### config.mk
export PLATFORM = sky130hd
export DESIGN_NAME = ula_core
export DESIGN_NICKNAME = d
export VERILOG_FILES = /design/src/rtl/ula_core.sv
export SDC_FILE = /design/constraint.sdc
export NUM_CORES = 1
export LEC_CHECK = 0
export ABC_AREA = 1
export CORE_ASPECT_RATIO = 0.5
export CORE_MARGIN = 2
export CORE_UTILIZATION = 40
export DETAILED_ROUTE_END_ITERATION = 6
export PLACE_DENSITY = 0.67
export SETUP_SLACK_MARGIN = 0.4
export SLEW_MARGIN = 20
export SYNTH_ARGS = -nofsm -noshare
export SYNTH_HDL_FRONTEND = slang
export SYNTH_SLANG_ARGS = --single-unit
### constraint.sdc
create_clock -name clk_ula -period 4.05 [get_ports clk_ula]
set_input_delay 0.81 -clock clk_ula [delete_from_list [all_inputs] [get_ports clk_ula]]
set_output_delay 0.81 -clock clk_ula [all_outputs]
set_load 0.05 [all_outputs]
### src/rtl/ula_core.sv
// ula_core: responder end of the ULA stimulus interface.
// Holds a small register bank and runs A op REG[reg_sel]. ADD, SUB and AND
// finish in one cycle. MUL is an iterative shift-add that keeps busy high
// for DATA_W cycles.
module ula_core #(
    parameter int DATA_W = 16,
    parameter int NREGS  = 4
) (
    input  logic                     clk_ula,
    input  logic                     rst,
    input  logic [DATA_W-1:0]        A,
    input  logic [$clog2(NREGS)-1:0] reg_sel,
    input  logic [1:0]               instru,
    input  logic                     valid_ula,
    input  logic [DATA_W-1:0]        data_in,
    input  logic [$clog2(NREGS)-1:0] addr,
    input  logic                     valid_reg,
    output logic [DATA_W-1:0]        C,
    output logic                     carry,
    output logic                     valid_out,
    output logic                     busy,
    output logic                     drop
);

    localparam int SEL_W = $clog2(NREGS);
    localparam int CNT_W = $clog2(DATA_W + 1);

    localparam logic [1:0] OP_ADD = 2'b00;
    localparam logic [1:0] OP_SUB = 2'b01;
    localparam logic [1:0] OP_AND = 2'b10;
    localparam logic [1:0] OP_MUL = 2'b11;

    typedef enum logic {
        S_IDLE = 1'b0,
        S_MUL  = 1'b1
    } state_t;

    // Register bank. Each entry lives in its own generate scope so that
    // every write port has exactly one driver.
    logic [DATA_W-1:0] regs_q [NREGS];

    generate
        for (genvar gi = 0; gi < NREGS; gi++) begin : g_reg
            logic [DATA_W-1:0] r_q;

            // Register write. Writes are accepted in every state, including busy.
            always_ff @(posedge clk_ula) begin
                if (rst) begin
                    r_q <= '0;
                end else if (valid_reg && (addr == SEL_W'(gi))) begin
                    r_q <= data_in;
                end
            end

            assign regs_q[gi] = r_q;
        end
    endgenerate

    // The operand is read before this edge's write takes effect, so a
    // same-edge write to the same index is not bypassed.
    logic [DATA_W-1:0] operand_b;
    assign operand_b = regs_q[reg_sel];

    state_t              state_q, state_d;
    logic [2*DATA_W-1:0] mcand_q, mcand_d;
    logic [DATA_W-1:0]   mplr_q,  mplr_d;
    logic [2*DATA_W-1:0] acc_q,   acc_d;
    logic [CNT_W-1:0]    cnt_q,   cnt_d;
    logic [DATA_W-1:0]   c_q,     c_d;
    logic                carry_q, carry_d;
    logic                valid_q, valid_d;
    logic                drop_q,  drop_d;

    logic [DATA_W:0]     add_sum;
    logic [2*DATA_W-1:0] step_acc;

    assign add_sum  = {1'b0, A} + {1'b0, operand_b};
    assign step_acc = acc_q + (mplr_q[0] ? mcand_q : '0);

    // Next-state and result logic. In MUL, the final step's sum feeds the
    // result directly, so completion lands on the DATA_W-th edge.
    always_comb begin
        state_d = state_q;
        mcand_d = mcand_q;
        mplr_d  = mplr_q;
        acc_d   = acc_q;
        cnt_d   = cnt_q;
        c_d     = c_q;
        carry_d = carry_q;
        valid_d = 1'b0;
        drop_d  = 1'b0;

        case (state_q)
            S_IDLE: begin
                if (valid_ula) begin
                    case (instru)
                        OP_ADD: begin
                            c_d     = add_sum[DATA_W-1:0];
                            carry_d = add_sum[DATA_W];
                            valid_d = 1'b1;
                        end
                        OP_SUB: begin
                            c_d     = A - operand_b;
                            carry_d = (A < operand_b);
                            valid_d = 1'b1;
                        end
                        OP_AND: begin
                            c_d     = A & operand_b;
                            carry_d = 1'b0;
                            valid_d = 1'b1;
                        end
                        default: begin
                            mcand_d = {{DATA_W{1'b0}}, A};
                            mplr_d  = operand_b;
                            acc_d   = '0;
                            cnt_d   = CNT_W'(DATA_W);
                            state_d = S_MUL;
                        end
                    endcase
                end
            end
            default: begin
                if (valid_ula) begin
                    drop_d = 1'b1;
                end
                acc_d   = step_acc;
                mcand_d = mcand_q << 1;
                mplr_d  = mplr_q >> 1;
                cnt_d   = cnt_q - 1'b1;
                if (cnt_q == CNT_W'(1)) begin
                    c_d     = step_acc[DATA_W-1:0];
                    carry_d = |step_acc[2*DATA_W-1:DATA_W];
                    valid_d = 1'b1;
                    state_d = S_IDLE;
                end
            end
        endcase
    end

    // State and output registers. Reset aborts any multiply in flight.
    always_ff @(posedge clk_ula) begin
        if (rst) begin
            state_q <= S_IDLE;
            mcand_q <= '0;
            mplr_q  <= '0;
            acc_q   <= '0;
            cnt_q   <= '0;
            c_q     <= '0;
            carry_q <= 1'b0;
            valid_q <= 1'b0;
            drop_q  <= 1'b0;
        end else begin
            state_q <= state_d;
            mcand_q <= mcand_d;
            mplr_q  <= mplr_d;
            acc_q   <= acc_d;
            cnt_q   <= cnt_d;
            c_q     <= c_d;
            carry_q <= carry_d;
            valid_q <= valid_d;
            drop_q  <= drop_d;
        end
    end

    assign C         = c_q;
    assign carry     = carry_q;
    assign valid_out = valid_q;
    assign busy      = (state_q == S_MUL);
    assign drop      = drop_q;

endmodule

# After elaboration in Yosys (flattened, before gate mapping)
# Index checks and enable logic that the tools add are counted.
[word_totals]
register_bits = 169
output_inout_bits = 20
[op_classes]
add_sub_neg = 4
order_cmp = 2
n_eq_ne = 8
n_mux = 33
bitwise = 4
reduce_logical = 15
[op_table]
columns = ["operator", "n"]
rows = [
  ["two-way mux 32 bit", 7],
  ["two-way mux 16 bit", 5],
  ["one-hot mux 16 bit (3 select lines)", 1],
  ["two-way mux 15 bit", 3],
  ["adder 32 bit", 1],
  ["binary-select mux 16 bit (select 2 bit)", 1],
  ["adder 16 x 16 -> 17 bit", 1],
  ["AND 16 bit", 1],
  ["< comparator 16 bit", 1],
  ["OR reduction 16 bit", 1],
  ["subtractor 16 bit", 1],
  ["two-way mux 5 bit", 3],
  ["two-way mux 1 bit", 12],
  ["== test 2 bit, second input constant", 3],
  ["== test 5 x 1 -> 1 bit, second input constant", 1],
  ["subtractor 5 x 1 -> 5 bit, second input constant", 1],
  ["== test 2 x 1 -> 1 bit, second input constant", 2],
  ["logical AND 1 bit", 4],
  ["logical NOT 2 bit", 2],
  ["inequality test 2 x 1 -> 1 bit, second input constant", 2],
  ["AND reduction 2 bit", 2],
  ["nonzero test 4 bit", 1],
  ["OR reduction 2 bit", 2],
  ["greater-or-equal comparator 3 bit, second input constant", 1],
  ["6 further kinds", 7],
]

# Depth between registers and ports, before layout
[logic_depth]
ltp_word = 8
mapped_depth = 22
depth_no_buf = 20

# Worst setup path after synthesis
# OpenSTA, ideal clock, no wires.
[synth_timing]
path_type = "input to register"
startpoint = "input port reg_sel[0]"
endpoint = "register c_q[14] (netlist: C[14])"
arrival_time_ns = 3.008
t_required_ns = 3.930
setup_slack_ns = 0.922
path_stages = 20
path_buffers = 2
cell_sequence = "buf_2 > clkbuf_1 > o21ai_0 > o22ai_1 > ha_1 > inv_1 > fa_1 > nand3_1 > nand2_1 > nand2_1 > nand2_1 > nand2_1 > nand2_1 > nand2_1 > nand3_1 > nand3_1 > nand2_1 > o21bai_1 > nand2_1 > a21oi_1"
[synth_via]
elab_chain_cells = 8
elab_cells_between_ends = 10
classes_between = "add/sub (2); mux (6); bitwise (2)"
[synth_rtl]
columns = ["element", "line", "text"]
rows = [
  ["start, declared", "12", "input logic [$clog2(NREGS)-1:0] reg_sel,"],
  ["inverter 2 -> 3 bit (implied by the code) *", "62", "assign operand_b = regs_q[reg_sel];"],
  ["binary-select mux 16 bit (select 2 bit) *", "62", ""],
  ["two-way mux 16 bit (implied by the code) * (2 in series)", "62", ""],
  ["subtractor 16 bit (tied with other cells)", "103", "c_d = A - operand_b;"],
  ["one-hot mux 16 bit (3 select lines) *", "96", "case (instru)"],
  ["two-way mux 16 bit *", "95", "if (valid_ula) begin"],
  ["two-way mux 16 bit *", "93", "case (state_q)"],
  ["end signal, assigned", "148", "c_q <= '0;"],
  ["end signal, assigned", "158", "c_q <= c_d;"],
  ["end, declared", "69", "logic [DATA_W-1:0] c_q, c_d;"],
]
# Mark *: on every way between the ends. The rest lies on a longest branch, timed or not. The select of a mux whose other input is x is not followed.
# A chain may end at the register's enable or synchronous reset.

# Worst setup path after layout
[layout_timing]
startpoint = "input port reg_sel[0]"
endpoint = "register c_q[12] (netlist: C[12])"
# The elaborated chain is that of the path after synthesis.

==> run metrics <==
status=finished clean; I/O Buffers=61; Tcrit/Tclk final=0.8477; via density per instance=5.034; post-synthesis cell count=about 1800; Crit path top cell by count=nand2_1; I/O pins=a little over 60; dominant cells by area after synthesis=dfxtp_1 30%, nand2_1 18%, inv_1 9.5%, ha_1 7.6%, a21oi_1 6.3%; core area=roughly 0.028 mm2; HPWL reported at the end of detailed placement=about 25000 um; CP Capture Type=register; Synth top area share=0.2993; Fmax=between 0.2 and 0.3 GHz; syn_nets=~2000; CTS sink cnt=~170; R2R setup slack=just over 1000 ps; syn_area_per_cell=approximately 6 um2; headroom to the max-slew limit=0.2497; GRT Overall Usage=0.2272; CP max stage cell=clkdlybuf4s50_1; DIE WIDTH=241.7 um; Clock Latency Late Sink=roughly 450 ps; row cnt=43; GRT overflow=0; setup TNS=0 ps; drt total wl=32830 um; RSZ-0062 raised after global routing=no; TritonCTS buffer count=17; CTS Buffer Depth=2; Clock Tree Root=clkbuf_16; dominant synthesized flop cell=dfxtp_1; chip height=approximately 120 um; total power=4.210 mW; family with the most delay on the worst path=buffers and inverters; maximum vdd drop=around 0.22 mV; Synth area leader=dfxtp_1; number of post-CTS setup repair buffers=0; H-tree depth=4; Worst Path Max Fanout=46; placed instance area=between 0.01 and 0.015 mm2; Finished Cell Area=between 0.01 and 0.015 mm2; DRC=0; Hold WC Path Type=reg2reg; Worst Path Buf+Inv=3; share of cells above drive strength 1=0.05520; initial antenna violation count=1; number of global-route vias before repair=roughly 10000; Setup-failing EPs final=0; largest net degree at the start of global routing=87; detailed-route wire length per cell=roughly 14 um; filler cell count=~3000; Final Skew=roughly 11 ps; final slew viol count=0; Worst Tran Pin Value=between 1000 and 1500 ps; nets=approximately 2000; synth unique cells=45; CP Cell Sequence=clkdlybuf4s50_1 -> buf_12 -> o21ai_0 -> o22ai_2 -> buf_4 -> ha_1 -> fa_1 -> nand2_1 -> nand2_1 -> nand2_1 -> nand2_1 -> a21o_1 -> nand2_1 -> nand2_1 -> nand2_1 -> nand3_1 -> nand3_1 -> nand3_1 -> a21oi_1 -> nor2_1; first-pass GRT wire length=about 54000 um; ys async rst share=0; Netlist Area Pre-Place=about 0.011 mm2; Crit path largest cell delay=around 480 ps; leakage power=between 6 and 7 nW; Ys Warns=0; Clock transition at path regs=around 70 ps; Yosys reg bits=about 170; endpoints failing hold=0; sequential-to-total area share from yosys stat=0.2993; DR vias=11410; TritonCTS clock tree=done; Pwr Density=about 330 mW/mm2; Starting Density=0.4072; Worst setup SP type=primary input; first drt pass iteration count=5; WS Path Type=in2reg; required time of the critical path=~4400 ps; maxcap violations=0; minimum clock period=3433 ps; die area=roughly 0.03 mm2; GP Congestion=between 0.9 and 1; P&R area growth vs syn=14.00%; CP arrival=3770 ps; EDFF count, synth=0; Iteration-0 DRC Markers=between 800 and 900; Routed Antenna Nets=0
==> sequential cells by signal (all words and copies together) (netlist names), 5 cells and up <==
register	cells
C	16
acc_q	32
cnt_q	5
g.r_q	64
mcand_q	32
mplr_q	16
==> worst register-to-register path, cell delays in order (launching register included) <==
cell     delay, ps
dfxtp_2        560
buf_4          290
nand2_1         80
inv_1           90
ha_1           300
nand2_1        120
inv_1           70
nand2_1        120
inv_2           50
nand2_1         60
nand2_1         90
a21oi_1        220
nand2_1         80
nand2_1         60
nand2_1         70
nor2_1         100
nand2_1         90
nor2_1         130
nand2_1        150
nand2_1        110
a21oi_2         50
==> synthesized netlist by cell type, drive strengths merged, types with 10 or more instances <==
master  number
nand2      555
nor3        11
o21ai      146
nand3       90
dfxtp      169
a31oi       36
nand4       10
ha          69
inv        294
buf         19
nor2       168
o22ai       18
clkbuf      54
a21oi      144
==> repair_timing <==
item                                    4_1_cts  5_1_grt
hold buffers                                  0        0
resized for setup                             0        3
hold endpoints to repair                      0        0
endpoints found under the setup margin        0        5
==> cells in the final DEF, fill, tap and decap left out, types with 7 or more instances in the layout <==
master           synthesis  routed
o211ai_1                 8       8
buf_4                    0      22
nor2_1                 159     157
dfxtp_1                169     167
nand2_2                 12      12
nand3_1                 86      86
nand2_1                543     543
a31oi_1                 35      35
a21oi_1                143     142
clkdlybuf4s50_1          0      60
o21ai_0                143     143
nor3_1                   7       7
inv_1                  287     287
ha_1                    69      69
nor2_2                   9      10
inv_2                    7       7
o22ai_1                 18      17
clkbuf_16                0      17
a32o_1                   9       9
nand4_1                 10      10
==> cell families (layout without fill, tap and decap cells) <==
group                      Yosys count  count (layout)  synth area share
AOI/OAI and AO/OA                  386             386            0.1905
and+or+nand+nor                    838             838            0.3008
DFF                                169             169            0.2993
buffers and inverters              371             415            0.1246
other                                0               1                 0
xor gates and xnor gates             4               4          0.003100
adders and majority gates           72              72           0.08168
==> power by group <==
part | total [mW] | leakage [nW] | switching (mW) | internal, mW
sequential | 1.77 | 1.38 | 0.0418 | 1.73
combinational | 0.850 | 4.51 | 0.563 | 0.287
clock | 1.59 | 0.269 | 0.742 | 0.844
==> worst paths after layout <==
path	from	end	cells after the start
worst max-delay path	reg_sel[0]	C[12]	20
worst min-delay path	g_reg[3].r_q[4]	g_reg[3].r_q[4]	2
worst max register to register	mplr_q[0]	carry	20
worst min register to register	g_reg[3].r_q[4]	g_reg[3].r_q[4]	2
==> area by class of cell <==
| cell class | instances | area [um2] | area share |
|---|---|---|---|
| inverters | 298 | 1120 | 0.08689 |
| repair buffers | 85 | 810.8 | 0.06291 |
| multi-input cells | 1300 | 6533 | 0.5069 |
| well taps | 382 | 478.0 | 0.03709 |
| clock inverters | 11 | 87.58 | 0.006796 |
| flip-flops and latches | 169 | 3386 | 0.2627 |
| clock buffers | 21 | 470.5 | 0.03650 |
| diodes | 1 | 2.502 | 0.0001942 |
==> stage by stage <==
step / utilization / worst slack, ps / hold slack (ps) / std cells
detailed placement: 0.4436 / 168.9 / 440.4 / 2234
global route: 0.4641 / 428.8 / 461.5 / 2266
floorplan: - / 921.6 / 420.5 / 1840
finish: 0.4642 / 616.9 / 447.3 / 2267
CTS: 0.4637 / 649.6 / 450.6 / 2266
global placement: 0.4436 / 234.1 / 436.4 / 2234
==> metal layers <==
layer	vias up	GRT usage	routed length [um]
li1	5931	-	-
met1	5163	0.2965	15600
met2	271	0.3834	14750
met3	46	0.03849	1725
met4	0	0.07832	752
met5	-	0	0
Power figures use the tool's default switching activity.
